`src/rtl/cdb_pkg.sv`:
```
// rtl/cdb_pkg.sv - shared constants for the common data bus arbiter
package cdb_pkg;

    localparam int DEF_DATA_W = 16;
    localparam int DEF_TAG_W  = 3;
    localparam int DEF_DEPTH  = 2;

    localparam logic SRC_ADDSUB = 1'b0;
    localparam logic SRC_MULDIV = 1'b1;

    // FIFO entries are packed {tag, data}: tag occupies the MSBs.
    localparam int TAG_IN_MSBS = 1;

endpackage

```
`src/rtl/cdb_arbiter_if.sv`:
```
// rtl/cdb_arbiter_if.sv - producer and broadcast signals of the CDB arbiter
interface cdb_arbiter_if #(
    parameter int DATA_W = 16,
    parameter int TAG_W  = 3
);
    logic              as_valid;
    logic [TAG_W-1:0]  as_tag;
    logic [DATA_W-1:0] as_data;
    logic              as_ready;

    logic              md_valid;
    logic [TAG_W-1:0]  md_tag;
    logic [DATA_W-1:0] md_data;
    logic              md_ready;

    logic              cdb_valid;
    logic [TAG_W-1:0]  cdb_tag;
    logic [DATA_W-1:0] cdb_data;
    logic              cdb_src;

    modport slave (
        input  as_valid, as_tag, as_data,
        input  md_valid, md_tag, md_data,
        output as_ready, md_ready,
        output cdb_valid, cdb_tag, cdb_data, cdb_src
    );

    modport master (
        output as_valid, as_tag, as_data,
        output md_valid, md_tag, md_data,
        input  as_ready, md_ready,
        input  cdb_valid, cdb_tag, cdb_data, cdb_src
    );
endinterface

```
`src/rtl/cdb_fifo.sv`:
```
// rtl/cdb_fifo.sv - small in-order result FIFO, one per functional unit
module cdb_fifo #(
    parameter int W     = 19,
    parameter int DEPTH = 2
) (
    input  logic         clk,
    input  logic         rst,
    input  logic         push,
    input  logic         pop,
    input  logic [W-1:0] din,
    output logic [W-1:0] dout,
    output logic         full,
    output logic         empty
);
    localparam int AW = $clog2(DEPTH);
    localparam int CW = AW + 1;

    logic [W-1:0]  mem [DEPTH];
    logic [AW-1:0] wr_ptr;
    logic [AW-1:0] rd_ptr;
    logic [CW-1:0] count;

    assign full  = (count == CW'(DEPTH));
    assign empty = (count == '0);
    assign dout  = mem[rd_ptr];

    // Storage needs no reset: the count alone decides which slots are live.
    always_ff @(posedge clk) begin
        if (push) begin
            mem[wr_ptr] <= din;
        end
    end

    always_ff @(posedge clk or posedge rst) begin
        if (rst) begin
            wr_ptr <= '0;
            rd_ptr <= '0;
            count  <= '0;
        end else begin
            if (push) begin
                wr_ptr <= wr_ptr + AW'(1);
            end
            if (pop) begin
                rd_ptr <= rd_ptr + AW'(1);
            end
            case ({push, pop})
                2'b10:   count <= count + CW'(1);
                2'b01:   count <= count - CW'(1);
                default: count <= count;
            endcase
        end
    end
endmodule

```
`src/rtl/cdb_arbiter.sv`:
```
// rtl/cdb_arbiter.sv - buffers AddSub/MulDiv results and broadcasts one per cycle, round-robin
module cdb_arbiter
    import cdb_pkg::*;
#(
    parameter int DATA_W = DEF_DATA_W,
    parameter int TAG_W  = DEF_TAG_W,
    parameter int DEPTH  = DEF_DEPTH
) (
    input  logic          clk,
    input  logic          rst,
    cdb_arbiter_if.slave  bus
);
    localparam int W = TAG_W + DATA_W;

    logic         as_push, md_push;
    logic         as_pop, md_pop;
    logic         as_full, md_full;
    logic         as_empty, md_empty;
    logic [W-1:0] as_dout, md_dout;

    logic         last_grant;
    logic         grant;
    logic         grant_src;
    logic [W-1:0] grant_entry;

    // Ready reflects only the registered count, so a full FIFO refuses even while being popped.
    assign bus.as_ready = !rst && !as_full;
    assign bus.md_ready = !rst && !md_full;

    assign as_push = bus.as_valid && bus.as_ready;
    assign md_push = bus.md_valid && bus.md_ready;

    cdb_fifo #(.W(W), .DEPTH(DEPTH)) u_as_fifo (
        .clk   (clk),
        .rst   (rst),
        .push  (as_push),
        .pop   (as_pop),
        .din   ({bus.as_tag, bus.as_data}),
        .dout  (as_dout),
        .full  (as_full),
        .empty (as_empty)
    );

    cdb_fifo #(.W(W), .DEPTH(DEPTH)) u_md_fifo (
        .clk   (clk),
        .rst   (rst),
        .push  (md_push),
        .pop   (md_pop),
        .din   ({bus.md_tag, bus.md_data}),
        .dout  (md_dout),
        .full  (md_full),
        .empty (md_empty)
    );

    always_comb begin
        grant     = 1'b0;
        grant_src = SRC_ADDSUB;
        if (!as_empty && !md_empty) begin
            grant     = 1'b1;
            grant_src = (last_grant == SRC_ADDSUB) ? SRC_MULDIV : SRC_ADDSUB;
        end else if (!as_empty) begin
            grant     = 1'b1;
            grant_src = SRC_ADDSUB;
        end else if (!md_empty) begin
            grant     = 1'b1;
            grant_src = SRC_MULDIV;
        end
    end

    assign grant_entry = (grant_src == SRC_MULDIV) ? md_dout : as_dout;
    assign as_pop      = grant && (grant_src == SRC_ADDSUB);
    assign md_pop      = grant && (grant_src == SRC_MULDIV);

    // Reset favours MulDiv as the last winner so the first tie goes to AddSub.
    always_ff @(posedge clk or posedge rst) begin
        if (rst) begin
            last_grant    <= SRC_MULDIV;
            bus.cdb_valid <= 1'b0;
            bus.cdb_tag   <= '0;
            bus.cdb_data  <= '0;
            bus.cdb_src   <= SRC_ADDSUB;
        end else begin
            bus.cdb_valid <= grant;
            if (grant) begin
                last_grant   <= grant_src;
                bus.cdb_tag  <= grant_entry[W-1 -: TAG_W];
                bus.cdb_data <= grant_entry[DATA_W-1:0];
                bus.cdb_src  <= grant_src;
            end
        end
    end
endmodule

```
`src/flat_wrapper.sv`:
```
// flat-port wrapper written by rule: the top's interface ports become plain ports
module cdb_arbiter_flat import cdb_pkg::*;
#(
    parameter int DATA_W = DEF_DATA_W,
    parameter int TAG_W  = DEF_TAG_W,
    parameter int DEPTH  = DEF_DEPTH
)
  (clk, rst, bus_as_valid, bus_as_tag, bus_as_data, bus_md_valid, bus_md_tag, bus_md_data, bus_as_ready, bus_md_ready, bus_cdb_valid, bus_cdb_tag, bus_cdb_data, bus_cdb_src);
  cdb_arbiter_if #(.DATA_W(DATA_W), .TAG_W(TAG_W)) bus_i ();
  input  logic clk;
  input  logic rst;
  input wire logic [$bits(bus_i.as_valid)-1:0] bus_as_valid;
  input wire logic [$bits(bus_i.as_tag)-1:0] bus_as_tag;
  input wire logic [$bits(bus_i.as_data)-1:0] bus_as_data;
  input wire logic [$bits(bus_i.md_valid)-1:0] bus_md_valid;
  input wire logic [$bits(bus_i.md_tag)-1:0] bus_md_tag;
  input wire logic [$bits(bus_i.md_data)-1:0] bus_md_data;
  output wire logic [$bits(bus_i.as_ready)-1:0] bus_as_ready;
  output wire logic [$bits(bus_i.md_ready)-1:0] bus_md_ready;
  output wire logic [$bits(bus_i.cdb_valid)-1:0] bus_cdb_valid;
  output wire logic [$bits(bus_i.cdb_tag)-1:0] bus_cdb_tag;
  output wire logic [$bits(bus_i.cdb_data)-1:0] bus_cdb_data;
  output wire logic [$bits(bus_i.cdb_src)-1:0] bus_cdb_src;
  assign bus_i.as_valid = bus_as_valid;
  assign bus_i.as_tag = bus_as_tag;
  assign bus_i.as_data = bus_as_data;
  assign bus_i.md_valid = bus_md_valid;
  assign bus_i.md_tag = bus_md_tag;
  assign bus_i.md_data = bus_md_data;
  assign bus_as_ready = bus_i.as_ready;
  assign bus_md_ready = bus_i.md_ready;
  assign bus_cdb_valid = bus_i.cdb_valid;
  assign bus_cdb_tag = bus_i.cdb_tag;
  assign bus_cdb_data = bus_i.cdb_data;
  assign bus_cdb_src = bus_i.cdb_src;
  cdb_arbiter #(.DATA_W(DATA_W), .TAG_W(TAG_W), .DEPTH(DEPTH)) u_core (.clk(clk), .rst(rst), .bus(bus_i));
endmodule
```
`config.mk`:
```
export PLATFORM = sky130hd
export DESIGN_NAME = cdb_arbiter_flat
export DESIGN_NICKNAME = d
export VERILOG_FILES = /design/src/rtl/cdb_pkg.sv /design/src/rtl/cdb_arbiter_if.sv /design/src/rtl/cdb_fifo.sv /design/src/rtl/cdb_arbiter.sv /design/src/flat_wrapper.sv
export SDC_FILE = /design/constraint.sdc
export NUM_CORES = 1
export LEC_CHECK = 0
export CORE_ASPECT_RATIO = 0.75
export CORE_MARGIN = 1.5
export CORE_UTILIZATION = 32
export CTS_CLUSTER_SIZE = 30
export DETAILED_ROUTE_END_ITERATION = 12
export PLACE_DENSITY_LB_ADDON = 0.12
export SETUP_SLACK_MARGIN = 0.3
export SYNTH_ARGS = -nofsm -noshare
export SYNTH_HDL_FRONTEND = slang
export SYNTH_SLANG_ARGS = --single-unit
```
`constraint.sdc`:
```
create_clock -name clk -period 2.18 [get_ports clk]
set_input_delay 0.218 -clock clk [delete_from_list [all_inputs] [get_ports clk]]
set_output_delay 0.218 -clock clk [all_outputs]
set_load 0.01 [all_outputs]
```
==> results of run 1 <==
-- kinds of logic after synthesis --
logic type | after synthesis
and+or+nand+nor | 47
muxes | 38
DFF | 106
adders and majority gates | 2
buffers and inverters | 19
xor gates and xnor gates | 10
AOI/OAI and AO/OA | 27
-- layout by cell type (no fill, tap or decap), types with 2 or more instances in the layout --
cell              n
dfrtp_1          27
xor2_1            2
xnor2_1           7
nand2_1          19
nor2_1            2
nor2_2            2
buf_12            3
edfxtp_1         76
clkinvlp_4        2
clkdlybuf4s50_1  64
o211ai_1          2
o21a_1            3
dfrtp_2           2
buf_4            13
and3_1            2
mux2i_1          38
clkbuf_1          2
o221a_1          19
clkbuf_16         9
inv_1             3
nand3_1          19
-- through the flow --
stage	area, um2	std cells
2_1_floorplan	4130	249
3_3_place_gp	5010	476
3_5_place_dp	5010	476
4_1_cts	5300	491
5_1_grt	5350	495
6_report	5350	495
-- layout make-up --
class	instances	area share, %
clock buffer	12	4.61
clock inverter	3	0.795
inverter	4	0.351
multi-input combinational	124	18.7
sequential	106	56.7
tap	166	3.88
timing repair buffer	80	14.9
-- worst paths after layout --
kind	to	slack (ps)
min	u_core.u_md_fifo.wr_ptr$_DFFE_PP0N_	170
max reg2reg	u_core.u_as_fifo.count[1]$_DFFE_PP0P_	370
min in group clk	u_core.u_as_fifo.mem[1][15]$_DFFE_PP_	460
max	bus_as_ready	360
min reg2reg	u_core.u_as_fifo.wr_ptr$_DFFE_PP0P_	520
max in group asynchronous	u_core.last_grant$_DFFE_PP1P_	1510
-- timing repair --
| action | CTS | global route |
|---|---|---|
| endpoints found under the setup margin | 1 | 2 |
| setup buffers | 0 | 4 |
| pin swaps | 0 | 2 |
| resized for setup | 1 | 6 |
-- power by group --
part / total [W] / switching (W) / internal (W)
Combinational: 0.00267 / 0.00128 / 0.00139
Clock: 0.00157 / 0.000657 / 0.000914
Sequential: 0.00296 / 0.000277 / 0.00269
-- registers in the layout, indices dropped and copies added, names as in the netlist --
register	flops
u_core.u_as_fifo.count	2
u_core.bus.cdb_src	1
u_core.bus.cdb_valid	1
u_core.u_md_fifo.count	2
u_core.bus.cdb_data	16
u_core.u_md_fifo.wr_ptr	1
u_core.u_md_fifo.mem	38
u_core.u_as_fifo.wr_ptr	1
u_core.u_as_fifo.rd_ptr	1
u_core.last_grant	1
u_core.bus.cdb_tag	3
u_core.u_md_fifo.rd_ptr	1
u_core.u_as_fifo.mem	38
-- metal layers --
layer	vias to the layer above	GRT usage [%]	routed length (um)
li1	1096	-	-
met1	1136	16.6	3760
met2	53	20.1	3720
met3	6	4.30	382
met4	0	4.01	71
met5	-	0	0
-- worst reg2reg max path: cells and delay by family, from the launching register on --
family	cells	cell delay (ps)
flops	1	440
xor+xnor	2	270
compound gates	1	190
simple gates	2	630
fa+ha+maj	1	200
==> summary.md, run 1 <==
| Metric | Value |
|---|---|
| Post-synthesis adder-cell area fraction | less than 1% |
| Fin nets | around 370 |
| Sum Neg Setup Slack | 0 ps |
| Leak | just under 2 nW |
| Area of the mapped netlist | between 4000 and 5000 um2 |
| Crit path depth | 4 |
| Crit path kind | in -> out |
| XOR/XNOR Fraction of Synth Area | under 10% |
| Wire per inst | approximately 16 um |
| Post-synthesis cell type count | 24 |
| Total grt overflow | 0 |
| Startpoint class of the critical path | input port |
| Critical Path Slowest Stage Cell | clkdlybuf4s50_1 |
| DR iter-0 viols | approximately 130 |
| CP max FO | 8 |
| Worst Clk Skew | 7.62 ps |
| Multi-input logic area | 1000 um2 |
| Slew Limit Fails | 0 |
| Via density | 4.63 |
| Top-area cell type share of the netlist area | 55.4% |
| DP Worst Slack | 289 ps |
| Drt pass-1 iters | 4 |
| Core Util, Final | 43.0% |
| Pin count of the biggest net entering global routing | between 40 and 50 |
| Initial Utilization | 33.1% |
| Yosys warning total | 0 |
| Fillers | 1,156 |
| Post-DP HPWL | 5460 um |
| Number of synthesized register bits | between 100 and 150 |
| IO Pins | 65 |
| Top cells by count, synth | edfxtp_1, mux2i_1, dfrtp_1 |
| Avg Cell Area, Syn | 16.5 um2 |
| GP Congestion | 0.693 |
| Critical Path RT | 1960 ps |
| Post-synthesis compound-gate area fraction | between 6 and 7% |
| Hold Buf Count CTS | 0 |
| Status | complete, no violations |
| Peak Freq | 0.549 GHz |
| DIE WIDTH | approximately 130 um |
| I/O Buffers | 64 |
| Actual slew at the worst max-slew pin | 396 ps |
| Final ANT Viol Nets | 0 |
| Fin worst setup slack | 359 ps |
| Slew HR | between 70% and 80% |
| Core footprint | approximately 12,000 um2 |
| DRC | 0 |
| Synth Flop Type | edfxtp_1 |
| Hold Crit Class | in -> async |
| Count leader, synth | edfxtp_1 |
| Root buffer cell | clkbuf_16 |
| Clock transition at path regs | 60 ps |
| Sequential fraction of the synthesis area | 73.7% |
| Fin crit share | a little over four fifths |
| Gr usage total | 12.7% |
| P&R area growth vs syn | 29.9% |
| Syn Inst Count | 249 |
| Simple-Gate Fraction of Synth Area | about 5.2% |
| Post-layout power | roughly 0.0072 W |
| Register area | between 3000 and 4000 um2 |
| Worst Hold Slack | about 170 ps |
| Number of flops mapped to enable cells by yosys | 76 |
| VDD IR max | 0.000581 V |
| CP cell instances | clkdlybuf4s50_1 -> clkinvlp_4 -> o21a_1 -> clkdlybuf4s50_1 |
| Worst r2r path cells | 6 |
| WL final | 7930 um |
| Initial antenna violation count | 0 |
| RSZ-0062 raised after global routing | yes |
| Top delay family on crit path | buffers and inverters |
| # rows | 35 |
| CTS Buf Count | 9 |
| Layout cell share with drive strength beyond 1 | 12.2% |
| Pwr dens | between 1000 and 1500 nW/um2 |
| Via count | 2,291 |
| Final Hold Fails | 0 |
| Crit path capture type | output port |
| Vias in the first global route | 2,426 |
| Setup Viol. Count Final | 0 |
| WP buf/inv | 3 |
| CP dominant cell by count | clkdlybuf4s50_1 |
| Ant. Diodes | 0 |
| MaxCap Viol Count | 0 |
| Slowest cell delay on critical path | 520 ps |
| Fin crit period | 1820 ps |
| First-pass GRT wire length | 12,800 um |
| CTS tree | done |
| Clock Latency Late Sink | 340 ps |
| Die area | 13,600 um2 |
| Critical R2R Launch | u_core.u_as_fifo.count[0]$_DFFE_PP0P_ |
| Mux cell area share after synthesis | 9.23% |
| Synth top area cells | edfxtp_1, dfrtp_1, mux2i_1, o221a_1, nand3_1 |
| Largest area contributor in the netlist | edfxtp_1 |
| Critical path arrival | 1600 ps |
| Clock Sinks | about 110 |
| FFs w/ async S/R, synth | 28.3% |
| Mapped Nets | 293 |
| CTS HTree Levels | 3 |
| Origin of the worst setup path | rst |
| Clock buffer depth | 2 |
| Largest family of logic cells by synthesized area | multiplexers |
| Die H | 101 um |
Note: power is estimated with default switching activity, not from simulation.
==> inputs of run 2 (changes only) <==
==> constraint.sdc (replaced) <==
create_clock -name clk -period 1.5 [get_ports clk]
set_input_delay 0.15 -clock clk [delete_from_list [all_inputs] [get_ports clk]]
set_output_delay 0.15 -clock clk [all_outputs]
set_load 0.01 [all_outputs]
==> summary.md, run 2 (same netlist as run 1, synthesis figures left out) <==
| Metric | Value |
|---|---|
| Most frequent cells in the layout | edfxtp_1, clkdlybuf4s50_1, mux2i_1 |
| Post-layout power | 0.0118 W |
| Total grt overflow | 0 |
| Crit path kind | reg -> reg |
| Clock Latency Late Sink | around 350 ps |
| Final Hold Fails | 0 |
| Slew HR | 72.2% |
| DR iter-0 viols | 148 |
| Die area | ~14,000 um2 |
| First-pass GRT wire length | roughly 14,000 um |
| Leak | 2.31 nW |
| P_sw | about 0.0037 W |
| Layout cell share with drive strength beyond 1 | 24.0% |
| Hold Crit Class | in -> async |
| Die H | a little over 100 um |
| Status | finished, violations left |
| Multi-input logic area | 1070 um2 |
| CTS Buf Count | 9 |
| # rows | 35 |
| Core footprint | 12,400 um2 |
| Fin crit share | 113% |
| Sw Share | 31.6% |
| GP Congestion | 0.730 |
| Actual slew at the worst max-slew pin | 417 ps |
| CTS HTree Levels | 3 |
| Reg2reg end | u_core.u_as_fifo.count[1]$_DFFE_PP0P_ |
| P&R area growth vs syn | 45.5% |
| Drt pass-1 iters | 4 |
| Initial Utilization | 33.1% |
| MaxCap Viol Count | 0 |
| Final ANT Viol Nets | 0 |
| Clk network pwr share | a little under a fifth |
| I/O Buffers | between 60 and 70 |
| Gr usage total | between 10% and 20% |
| RSZ-0062 raised after global routing | yes |
| Fin nets | 410 |
| Pin count of the biggest net entering global routing | 41 |
| Fin crit period | 1700 ps |
| Register area | 3030 um2 |
| Fillers | 1,096 |
| Origin of the worst setup path | u_core.u_md_fifo.count[1]$_DFFE_PP0P_ |
| Initial antenna violation count | 0 |
| Critical path arrival | approximately 2000 ps |
| Non-filler instance count after layout | 537 |
| Vias in the first global route | 2,381 |
| Via density | 4.53 |
| Peak Freq | 0.588 GHz |
| Ant. Diodes | 0 |
| Critical R2R Launch | u_core.u_md_fifo.count[1]$_DFFE_PP0P_ |
| Via count | 2,430 |
| Hold Buf Count CTS | 0 |
| CTS tree | done |
| Failing checks | negative setup slack |
| VDD IR max | 0.000880 V |
| Worst Clk Skew | 4.91 ps |
| Most common cell after layout, fill and taps aside | edfxtp_1 |
| CP max FO | 2 |
| Clock transition at path regs | 70 ps |
| Cells after DPL | 486 |
| Pwr dens | 1970 nW/um2 |
| Post-DP HPWL | 5900 um |
| Wire per inst | 17.7 um |
| Slew Limit Fails | 0 |
| Setup Viol. Count Final | 51 |
| Startpoint class of the critical path | flip-flop |
| Top flop regs | u_core.u_as_fifo.mem (38), u_core.u_md_fifo.mem (38), u_core.bus.cdb_data (16) |
| DIE WIDTH | about 130 um |
| Internal power | around 0.0081 W |
| WL final | 9510 um |
| Critical Path RT | 1770 ps |
| Fin worst setup slack | -202 ps |
| Combinational power share | 44.9% |
| Clock Sinks | ~110 |
| IO Pins | 65 |
| DRC | 0 |
| Worst r2r path cells | 6 |
| Clock buffer depth | 2 |
| Sequential Power Share | between 30 and 40% |
| Crit path capture type | flip-flop |
| Root buffer cell | clkbuf_16 |
| Reg2reg setup slack | -200 ps |
run 2: changes by cell type in the layout (fill, tap and decap cells not counted), moves of 4 or more:
cell,previous run,this run
dlygate4sd2_1,0,4
clkbuf_16,9,13
clkdlybuf4s15_1,0,17
buf_4,13,27
buf_12,3,8
clkdlybuf4s50_1,64,41
buf_16,0,4
buf_6,0,13
run 2: power groups by stage:
stage          logic, W  registers, W  clock network (W)
2_1_floorplan   0.00249       0.00438                  0
3_3_place_gp    0.00428       0.00432                  0
3_5_place_dp    0.00430       0.00432                  0
4_1_cts         0.00475       0.00427            0.00229
5_1_grt         0.00573       0.00433            0.00240
6_report        0.00529       0.00427            0.00223
run 2: final cells by class:
type	count	share of cell area, %
flip-flops and latches	106	50.6
repair buffers	121	23.0
clock inverters	3	0.376
clock buffers	13	4.34
well taps	166	3.47
multi-input cells	124	17.8
inverters	4	0.397
run 2: what timing repair did:
item                                    4_1_cts  5_1_grt
gates cloned                                  6        5
resized for setup                            58       18
buffers inserted                             14       10
pin swaps                                     8        8
endpoints found under the setup margin      128      119
run 2: metrics by stage:
step / hold WS [ps] / instance area [um2] / setup slack, ps / util, % / setup TNS, ps
after floorplan: 82.2 / 4190 / -274 / - / -3770
after global placement: 518 / 5160 / -177 / 41.5 / -9660
after detailed placement: 532 / 5160 / -189 / 41.5 / -9600
after CTS: 227 / 5780 / -182 / 46.5 / -4300
after global routing: 248 / 5990 / -276 / 48.2 / -8240
final: 234 / 5990 / -202 / 48.2 / -4900
run 2: metal layers:
layer	track usage, %	vias to the layer above	part of all wire [%]
met5	0	-	0
met4	5.27	0	1.2
met3	3.85	14	3.6
met2	19.8	50	44
met1	21.4	1186	51
li1	-	1180	-
run 2: worst max path at each step:
| stage | to | cells after the start | slack [ps] |
|---|---|---|---|
| 6_report | u_core.u_as_fifo.count[1]$_DFFE_PP0P_ | 6 | -200 |
| 3_3_place_gp | u_core.u_as_fifo.count[1]$_DFFE_PP0P_ | 6 | -180 |
| 4_1_cts | u_core.u_as_fifo.count[1]$_DFFE_PP0P_ | 6 | -180 |
| 3_5_place_dp | u_core.u_as_fifo.count[1]$_DFFE_PP0P_ | 6 | -190 |
| 2_1_floorplan | u_core.u_as_fifo.count[1]$_DFFE_PP0P_ | 7 | -270 |
| 5_1_grt | u_core.u_as_fifo.count[1]$_DFFE_PP0P_ | 6 | -280 |
run 2: worst max-delay path: stages (launching register included):
cell      delay, ps
dfrtp_1         390
or4_4           550
a21boi_4        170
ha_4            150
xnor2_1         110
nor2_1          120
xnor2_1         130
